<file path="src/rtl/timer_core.sv">
// -----------------------------------------------------------------------------
// timer_core
//   Datapath end of the timer control FSM. It decodes the 3-bit FSM state bus
//   and runs a BCD stopwatch/countdown showing SS.hh (00.00 - 99.99). It owns
//   the 0.01 s tick prescaler, the BCD counter, the function/preset latch and
//   the terminal-count (done) detection.
//
//   Functions (latched in func_q at load time):
//     0: count up   00.00 -> 99.99
//     1: count up   00.00 -> PP.00
//     2: count down 99.99 -> 00.00
//     3: count down PP.00 -> 00.00
//
// Ports
//   clk         in   1   system clock, all logic on posedge
//   reset       in   1   synchronous active-high reset, clears every register
//   state       in   3   FSM state code (IDLE/RUN/PAUSE/ARM/CLEAR/HOLD)
//   func        in   2   function select, sampled only in IDLE/CLEAR
//   preset      in   8   PP seconds as {tens,ones} BCD, sampled only in IDLE/CLEAR
//   bcd         out  16  {sec_tens,sec_ones,hund_tens,hund_ones}, registered
//   running     out  1   registered, high while state is RUN and not done
//   done        out  1   registered level, high while bcd sits at terminal
//   done_pulse  out  1   registered one-cycle strobe on the terminal step
//
// Parameters
//   DIV         clk cycles per 0.01 s step; must be >= 2
// -----------------------------------------------------------------------------
module timer_core #(
    parameter int DIV = 1_000_000
) (
    input  logic        clk,
    input  logic        reset,
    input  logic [2:0]  state,
    input  logic [1:0]  func,
    input  logic [7:0]  preset,
    output logic [15:0] bcd,
    output logic        running,
    output logic        done,
    output logic        done_pulse
);

    localparam int PW = $clog2(DIV);
    localparam logic [PW-1:0] PRE_MAX = PW'(DIV - 1);

    localparam logic [2:0] ST_IDLE  = 3'b000;
    localparam logic [2:0] ST_RUN   = 3'b001;
    localparam logic [2:0] ST_PAUSE = 3'b010;
    localparam logic [2:0] ST_ARM   = 3'b011;
    localparam logic [2:0] ST_CLEAR = 3'b100;
    localparam logic [2:0] ST_HOLD  = 3'b101;

    typedef enum logic [1:0] {
        M_HOLD = 2'd0,
        M_LOAD = 2'd1,
        M_RUN  = 2'd2
    } mode_e;

    // -------------------------------------------------------------------------
    // Helpers
    // -------------------------------------------------------------------------
    function automatic logic [3:0] clamp_digit(input logic [3:0] d);
        return (d > 4'd9) ? 4'd9 : d;
    endfunction

    function automatic logic [15:0] start_of(input logic [1:0] f, input logic [7:0] p);
        logic [15:0] r;
        case (f)
            2'd2:    r = 16'h9999;
            2'd3:    r = {p, 8'h00};
            default: r = 16'h0000;
        endcase
        return r;
    endfunction

    function automatic logic [15:0] terminal_of(input logic [1:0] f, input logic [7:0] p);
        logic [15:0] r;
        case (f)
            2'd0:    r = 16'h9999;
            2'd1:    r = {p, 8'h00};
            default: r = 16'h0000;
        endcase
        return r;
    endfunction

    // Ripple increment across the four BCD digits, lowest digit first.
    function automatic logic [15:0] bcd_up(input logic [15:0] v);
        logic [15:0] r;
        logic        c;
        r = v;
        c = 1'b1;
        for (int i = 0; i < 4; i++) begin
            if (c) begin
                if (v[4*i +: 4] == 4'd9) begin
                    r[4*i +: 4] = 4'd0;
                end else begin
                    r[4*i +: 4] = v[4*i +: 4] + 4'd1;
                    c = 1'b0;
                end
            end
        end
        return r;
    endfunction

    // Ripple decrement across the four BCD digits, lowest digit first.
    function automatic logic [15:0] bcd_down(input logic [15:0] v);
        logic [15:0] r;
        logic        b;
        r = v;
        b = 1'b1;
        for (int i = 0; i < 4; i++) begin
            if (b) begin
                if (v[4*i +: 4] == 4'd0) begin
                    r[4*i +: 4] = 4'd9;
                end else begin
                    r[4*i +: 4] = v[4*i +: 4] - 4'd1;
                    b = 1'b0;
                end
            end
        end
        return r;
    endfunction

    // -------------------------------------------------------------------------
    // Registers
    // -------------------------------------------------------------------------
    logic [PW-1:0] prescaler;
    logic [1:0]    func_q;
    logic [7:0]    preset_q;

    logic [PW-1:0] prescaler_n;
    logic [1:0]    func_n;
    logic [7:0]    preset_n;
    logic [15:0]   bcd_n;
    logic          done_n;
    logic          done_pulse_n;
    logic          running_n;

    mode_e         mode;
    logic [7:0]    preset_clamped;
    logic [15:0]   step_val;
    logic [15:0]   term_q;

    // Invalid codes fall into the hold group, behaving like PAUSE.
    always_comb begin
        mode = M_HOLD;
        case (state)
            ST_IDLE, ST_CLEAR:         mode = M_LOAD;
            ST_RUN:                    mode = M_RUN;
            ST_PAUSE, ST_ARM, ST_HOLD: mode = M_HOLD;
            default:                   mode = M_HOLD;
        endcase
    end

    assign preset_clamped = {clamp_digit(preset[7:4]), clamp_digit(preset[3:0])};
    assign term_q         = terminal_of(func_q, preset_q);
    assign step_val       = func_q[1] ? bcd_down(bcd) : bcd_up(bcd);

    always_comb begin
        prescaler_n  = prescaler;
        func_n       = func_q;
        preset_n     = preset_q;
        bcd_n        = bcd;
        done_n       = done;
        done_pulse_n = 1'b0;

        case (mode)
            M_LOAD: begin
                func_n      = func;
                preset_n    = preset_clamped;
                bcd_n       = start_of(func, preset_clamped);
                prescaler_n = '0;
                // A preset of 00 in f1/f3 makes start equal terminal: done at load.
                done_n      = (start_of(func, preset_clamped) ==
                               terminal_of(func, preset_clamped));
            end
            M_RUN: begin
                // Once done, the counter freezes; it never steps past terminal.
                if (!done) begin
                    if (prescaler == PRE_MAX) begin
                        prescaler_n = '0;
                        bcd_n       = step_val;
                        if (step_val == term_q) begin
                            done_n       = 1'b1;
                            done_pulse_n = 1'b1;
                        end
                    end else begin
                        prescaler_n = prescaler + 1'b1;
                    end
                end
            end
            default: begin
                // Hold: everything keeps its value, including a partial prescale.
            end
        endcase

        running_n = (mode == M_RUN) && !done_n;
    end

    always_ff @(posedge clk) begin
        if (reset) begin
            prescaler  <= '0;
            func_q     <= 2'd0;
            preset_q   <= 8'h00;
            bcd        <= 16'h0000;
            done       <= 1'b0;
            done_pulse <= 1'b0;
            running    <= 1'b0;
        end else begin
            prescaler  <= prescaler_n;
            func_q     <= func_n;
            preset_q   <= preset_n;
            bcd        <= bcd_n;
            done       <= done_n;
            done_pulse <= done_pulse_n;
            running    <= running_n;
        end
    end

endmodule
</file>
<file path="config.mk">
export PLATFORM = sky130hd
export DESIGN_NAME = timer_core
export DESIGN_NICKNAME = d
export VERILOG_FILES = /design/src/rtl/timer_core.sv
export SDC_FILE = /design/constraint.sdc
export NUM_CORES = 1
export LEC_CHECK = 0
export CAP_MARGIN = 40
export CORE_MARGIN = 1
export CORE_UTILIZATION = 25
export DETAILED_ROUTE_END_ITERATION = 7
export GPL_TIMING_DRIVEN = 1
export MAX_ROUTING_LAYER = met4
export PLACE_DENSITY = 0.46
export SLEW_MARGIN = 20
export SYNTH_ARGS = -nofsm -noshare
export SYNTH_HDL_FRONTEND = slang
export SYNTH_SLANG_ARGS = --single-unit
export TNS_END_PERCENT = 50
</file>
<file path="constraint.sdc">
create_clock -name clk -period 7 [get_ports clk]
set_input_delay 0.7 -clock clk [delete_from_list [all_inputs] [get_ports clk]]
set_output_delay 0.7 -clock clk [all_outputs]
set_load 0.05 [all_outputs]
</file>
==> reports/qor.yml <==
setup_path:
  critPathMaxStageDelay_ns: 0.51
  r2r_slack_ns: 3.73
  rr_endpoint: "running$_SDFF_PP0_"
  reg2reg_from: "func_q[1]$_SDFFE_PP0P_"
  path_max_fanout: 10
  required_ns: 7.17
  crit_path_start_kind: "primary input"
  crit_chain: "clkdlybuf4s50_1, nor2_1, nand2_1, inv_1, ha_1, nand2_1, nor2_1, nor2_1, buf_4, a21o_1, a211oi_1, nor2_1"
  arrival_ns: 3.45
  critPathKind: "primary input to register"
  slowest_stage: "nor2_1"
  crit_path_frequent_cell: "nor2_1"
  reg2reg_depth: 9
  end_kind: "register"
cts:
  clkLatencyLatePin_ns: 0.28
  cts.sinks: 49
  clkSlewWorstSetupHoldPaths_ns: 0.07
  cts_tree: "built"
  cts_buffers: 5
  cts_resized: 0
  ctsHoldBuffers: 0
  cts_setup_buffers: 0
  clock_path_buffers: 2
  htreeDepth: 2
  root_buffer: "clkbuf_16"
pwr:
  power.total_mw: 0.659
  seq_power_share_pct: 45.4
  clkPwrFrac_pct: 35.8
  vdd_drop_max_uv: 86.9
  power_density_nw_per_um2: 153
  p_int_mw: 0.465
  swShare_pct: 29.4
  power.static_leakage_nw: 1.33
  switchingPower_mw: 0.194
  combPwrFrac_pct: 18.8
worst_hold_path:
  min_to: "preset_q[0]$_SDFFE_PP0P_"
  whs_path_depth: 2
  hold_path.startpoint: "preset_q[0]$_SDFFE_PP0P_"
  hp-class: "register to register"
final_layout:
  nets: 561
  utilization_pct: 29.7
  fin_area_um2: 4300
  n_fill_cell: 1590
  drive_above_1_share_pct: 4.96
  final_cells: 728
  antenna_cells: 0
  multi_input_area_um2: 2530
  regArea_um2: 981
  mostFrequentLayoutCells: "nor2_1, nand2_1, dfxtp_1, a21oi_1, o21ai_0"
  final_common_cell: "nor2_1"
  synthToLayoutAreaGrowth_pct: 15.9
synthesis:
  synthXorXnorAreaFrac_pct: 2.13
  syn-num-nets: 556
  ys_seq_area_share_pct: 26.5
  postSynthCellCount: 538
  synth_cell_types: 65
  synthArstFlopShare_pct: 0
  netlist_area_um2: 3710
  synth_edf_count: 0
  ys_warn_count: 0
  synth-simple-area-share_pct: 36.4
  syn_avg_cell_area_um2: 6.89
  synth_flop_cell: "dfxtp_1"
  synth_fa_ha_area_share_pct: 1.01
  synth.mux.area_fraction_pct: 2.16
  synth_top_area_cell: "dfxtp_1"
  synth_top_cells_by_area: "dfxtp_1, nor2_1, a21oi_1"
  synth_top_family_by_area: "simple AND/OR/NAND/NOR gates"
  synth_seq_cells: 49
  synth_compound_area_share_pct: 26.6
  yosysTopAreaCellShare_pct: 26.5
die:
  core_area_um2: 14500
  dieWidth_um: 124
  rows: 44
  die_h_um: 124
  start_util_pct: 25.6
  ios: 34
  dieArea_um2: 15300
job:
  maxCapViolCount: 0
global_routing:
  grtUsageTotal_pct: 16.1
  grt_max_degree: 52
  grt_remaining_overflow: 0
  grt_pass1_vias: 3544
  antenna_found_initial: 0
  grt_pass1_wl_um: 18900
place:
  port_buffers: 33
  dp_slack_ns: 3.45
  post-place-cells: 719
  gp_congestion: 0.859
  hpwl_um: 8650
  placedInstanceArea_um2: 4150
route:
  avgViaCountPerCell: 5.35
  drtAntennaViolNets: 0
  drt_wl_total_um: 11600
  dr.pass1.iters: 5
  dr_total_vias: 3894
  first_iter_violations: 418
  drc: 0
  wl_per_cell_um: 15.9
outcome:
  status: "complete, no violations"
timing:
  setup_viol: 0
  finClkSkew_ns: 0.00423
  min_period_ns: 3.28
  max-slew-margin-rel_pct: 54.3
  rsz0062_at_grt: "false"
  max_slew.worst_pin.slew_ns: 0.683
  fmax_ghz: 0.305
  fin_ws_ns: 3.72
  hold_violations: 0
  slew_viol_final: 0
  whs_ns: 0.489
  fin_setup_tns_ns: 0
  min_period_over_period_pct: 46.8
-- cell usage after synthesis (all sizes together) (3+ instances only) --
| cell type | count |
|---|---|
| nand2b | 11 |
| a31oi | 7 |
| nand3b | 8 |
| nor3 | 21 |
| and2 | 6 |
| mux2i | 8 |
| nor3b | 4 |
| clkbuf | 34 |
| xnor2 | 7 |
| dfxtp | 49 |
| inv | 10 |
| nor2 | 88 |
| a32oi | 3 |
| and3 | 7 |
| a21o | 4 |
| a21oi | 41 |
| or4 | 3 |
| a21boi | 4 |
| nand2 | 52 |
| a22oi | 7 |
| o2111ai | 3 |
| a2111oi | 3 |
| o21ai | 39 |
| a311oi | 6 |
| o211ai | 3 |
| buf | 5 |
| o31ai | 4 |
| ha | 3 |
| nand4 | 7 |
| nand3 | 18 |
| nor4 | 13 |
| a211oi | 9 |
| nor2b | 13 |
| or2 | 7 |
-- cells by family (layout without fill, tap and decap cells) --
logic type / after synthesis / count (layout)
adders and majority gates: 3 / 3
DFF: 49 / 49
xor gates and xnor gates: 9 / 9
AOI/OAI and AO/OA: 151 / 151
and+or+nand+nor: 268 / 268
muxes: 8 / 8
buffers and inverters: 50 / 56
-- sequential cells by signal, indices dropped and copies added (netlist names) --
| name | flops |
|---|---|
| prescaler | 20 |
| bcd | 16 |
| preset_q | 8 |
| func_q | 2 |
| done | 1 |
| done_pulse | 1 |
| running | 1 |
-- power by group through the flow --
| stage | Sequential (mW) | Clock, mW | Combinational [mW] |
|---|---|---|---|
| floorplan | 0.307 | 0 | 0.0808 |
| global placement | 0.305 | 0 | 0.122 |
| detailed placement | 0.305 | 0 | 0.123 |
| CTS | 0.299 | 0.245 | 0.124 |
| global route | 0.300 | 0.257 | 0.135 |
| finish | 0.299 | 0.236 | 0.124 |
-- worst max-delay path by stage --
stage                            from                  end  cells after the start
6_report                     state[1]  bcd[8]$_SDFFE_PP0P_                     12
5_1_grt        func_q[1]$_SDFFE_PP0P_   running$_SDFF_PP0_                      9
4_1_cts        func_q[1]$_SDFFE_PP0P_   running$_SDFF_PP0_                      9
3_5_place_dp                 state[1]  bcd[8]$_SDFFE_PP0P_                     11
3_3_place_gp                 state[1]  bcd[8]$_SDFFE_PP0P_                     11
2_1_floorplan     bcd[6]$_SDFFE_PP0P_   running$_SDFF_PP0_                      9
-- cell type report --
type                            count  share of cell area [%]
Timing Repair Buffer               37                    8.56
Inverter                           11                   0.961
Clock inverter                      2                   0.349
Multi-Input combinational cell    439                    59.0
Sequential cell                    49                    22.8
Clock buffer                        6                    3.00
Tap cell                          184                    5.36
-- per-layer routing --
metal	vias up	global-route usage (%)	routed length, um
met5	-	-	0
met4	0	4.44	180
met3	14	1.42	392
met2	87	26.0	5630
met1	1826	21.4	5380
li1	1967	-	-
-- worst max-delay path, delay by kind of cell --
family	cells	cell delay, ns
simple gates	6	1.26
compound gates	2	0.38
fa+ha+maj	1	0.40
buf+inv	3	0.71
No activity file was read; power rests on OpenSTA's default activity.
==> RTL edit, RTL diff (same flow settings) <==
Remove the register `done_pulse`: a continuous assignment takes its place, so the output `done_pulse` follows one clock earlier. Comments in the files are not updated.
--- a/src/rtl/timer_core.sv
+++ b/src/rtl/timer_core.sv
@@ -205,3 +205,2 @@
             done       <= 1'b0;
-            done_pulse <= 1'b0;
             running    <= 1'b0;
@@ -213,3 +212,2 @@
             done       <= done_n;
-            done_pulse <= done_pulse_n;
             running    <= running_n;
@@ -218,2 +216,4 @@
 
+    assign done_pulse = done_pulse_n;
+
 endmodule
Formal check against the unedited RTL: same outputs for any inputs over 10 cycles, from zero or initial values and one cycle with reset high; that may be too few to reach the edited logic, so the function may still have changed.
==> RTL edit against the original RTL <==
  * Routed wire length is 5.5% higher
  * Total power is 9.3% higher
  * Setup slack worse by 1.6 ns
  * Sequential cell count is 1 lower
  * Design area is 2.3% higher
  * Cell count is 2.6% lower
  * Synthesized area is 1.3% higher
  * Critical path depth is 3 lower
==> RTL edit: results <==
[floorplanning]
die-area_um2 = 15520

[cts]
cts_setup_buffers = 0
clkTransAtPathRegs_ns = 0.07
clockBufferDepth = 2
cts_buffers = 5
htreeDepth = 2
cts_resized = 0
clock_latency_ns = 0.30
clockRootBuffer = "clkbuf_16"

[yosys]
ys_types = 72
synth_compound_area_share_pct = 24.38
synth_seq_area_share_pct = 25.58
muxShareOfSynthArea_pct = 2.199
yosys-top-cells-area = "dfxtp_1 26%, nor2_1 5.5%, a21oi_1 5.1%"
synth_xor_area_share_pct = 4.197
synthAdderAreaFrac_pct = 0.9993
ys.flop_type = "dfxtp_1"
ys_warn_count = 0
synthArstFlopShare_pct = 0
synth_nets = 533
synthTopCellsByCount = "55 x nor2_1, 48 x dfxtp_1, 46 x nand2_1"

[routing]
met3_length_um = 565
wl_met2_mm = 5.369
first_pass_iters = 5
ant_nets = 0
drtIter0Drc = 276
vias_per_cell = 5.550
met1_length_mm = 5.875
wirelength_mm = 12.21

[global_route]
grt_pass1_vias = 3693
grt_pass1_wl_mm = 19.75
grtUsageMet2_pct = 24.47
gr-usage-met1_pct = 21.12
grt_usage_pct = 16.07
grt_max_degree = 31
gr-usage-met3_pct = 2.148

[sta]
tightest_slew_ns = 0.8524
skew_ns = 0.005633

[final_layout]
fill_cells = 1571
diodes = 0
final_layout_size_suffix_gt1_share_pct = 6.667
top_regs = "prescaler x20, bcd x16, preset_q x8"
final_net_count = 542

[setup_path]
slowest_delay_ns = 0.82
worstPathArrival_ns = 4.22
cp_max_fo = 20
crit_path_top_delay_cell = "clkdlybuf4s50_1"

[outcome]
status = "finished clean"

[place]
routabilityCongestion = 0.8411
hpwl_mm = 8.771
io_buffers = 33

[power_and_ir_drop]
internal-power_w = 0.0005005
power_clock_w = 0.000291
p_seq_share_pct = 41.1
max-vdd-ir-drop_uv = 114.1
power_w = 0.0007202
p_leak_nw = 1.401

[worst_hold_path]
hp-class = "flop to flop"
==> RTL edit: cell count changes in the layout (fill, tap and decap cells not counted), sizes merged, moves of 5 or more <==
cell / delta
nor4: -5
nor2: -33
nor4b: +6
nand2: -6
a31oi: -5
nand4: +7
o21ai: -10
xor2: +9
==> RTL edit: metrics by stage <==
| stage | util (%) | worst slack (ns) | hold slack (ns) | instances | cell area [um^2] |
|---|---|---|---|---|---|
| global placement | 28.88 | 2.107 | 0.4819 | 700 | 4213 |
| global route | 30.14 | 1.819 | 0.5289 | 709 | 4397 |
| CTS | 30.10 | 2.080 | 0.5080 | 708 | 4392 |
| finish | 30.14 | 2.085 | 0.5009 | 709 | 4397 |
| detailed placement | 28.92 | 2.407 | 0.4930 | 700 | 4219 |
| floorplan | - | 3.169 | 0.4630 | 515 | 3756 |
==> RTL edit: area by class of cell <==
class / count / area, um^2 / share of cell area [%]
timing repair buffer: 40 / 380.4 / 8.651
inverter: 12 / 45.04 / 1.024
clock buffer: 5 / 125.1 / 2.846
tap: 184 / 230.2 / 5.236
clock inverter: 3 / 47.55 / 1.081
multi-input combinational: 417 / 2608 / 59.31
sequential: 48 / 960.9 / 21.86
==> RTL edit: path summary, 6_finish.rpt <==
check	from	end	slack, ns	cells after the start
worst max register to register	func_q[1]$_SDFFE_PP0P_	running$_SDFF_PP0_	3.44	8
worst min register to register	preset_q[1]$_SDFFE_PP0P_	preset_q[1]$_SDFFE_PP0P_	0.50	2
worst max-delay path	func_q[1]$_SDFFE_PP0P_	done_pulse	2.08	9
worst min-delay path	preset_q[1]$_SDFFE_PP0P_	preset_q[1]$_SDFFE_PP0P_	0.50	2
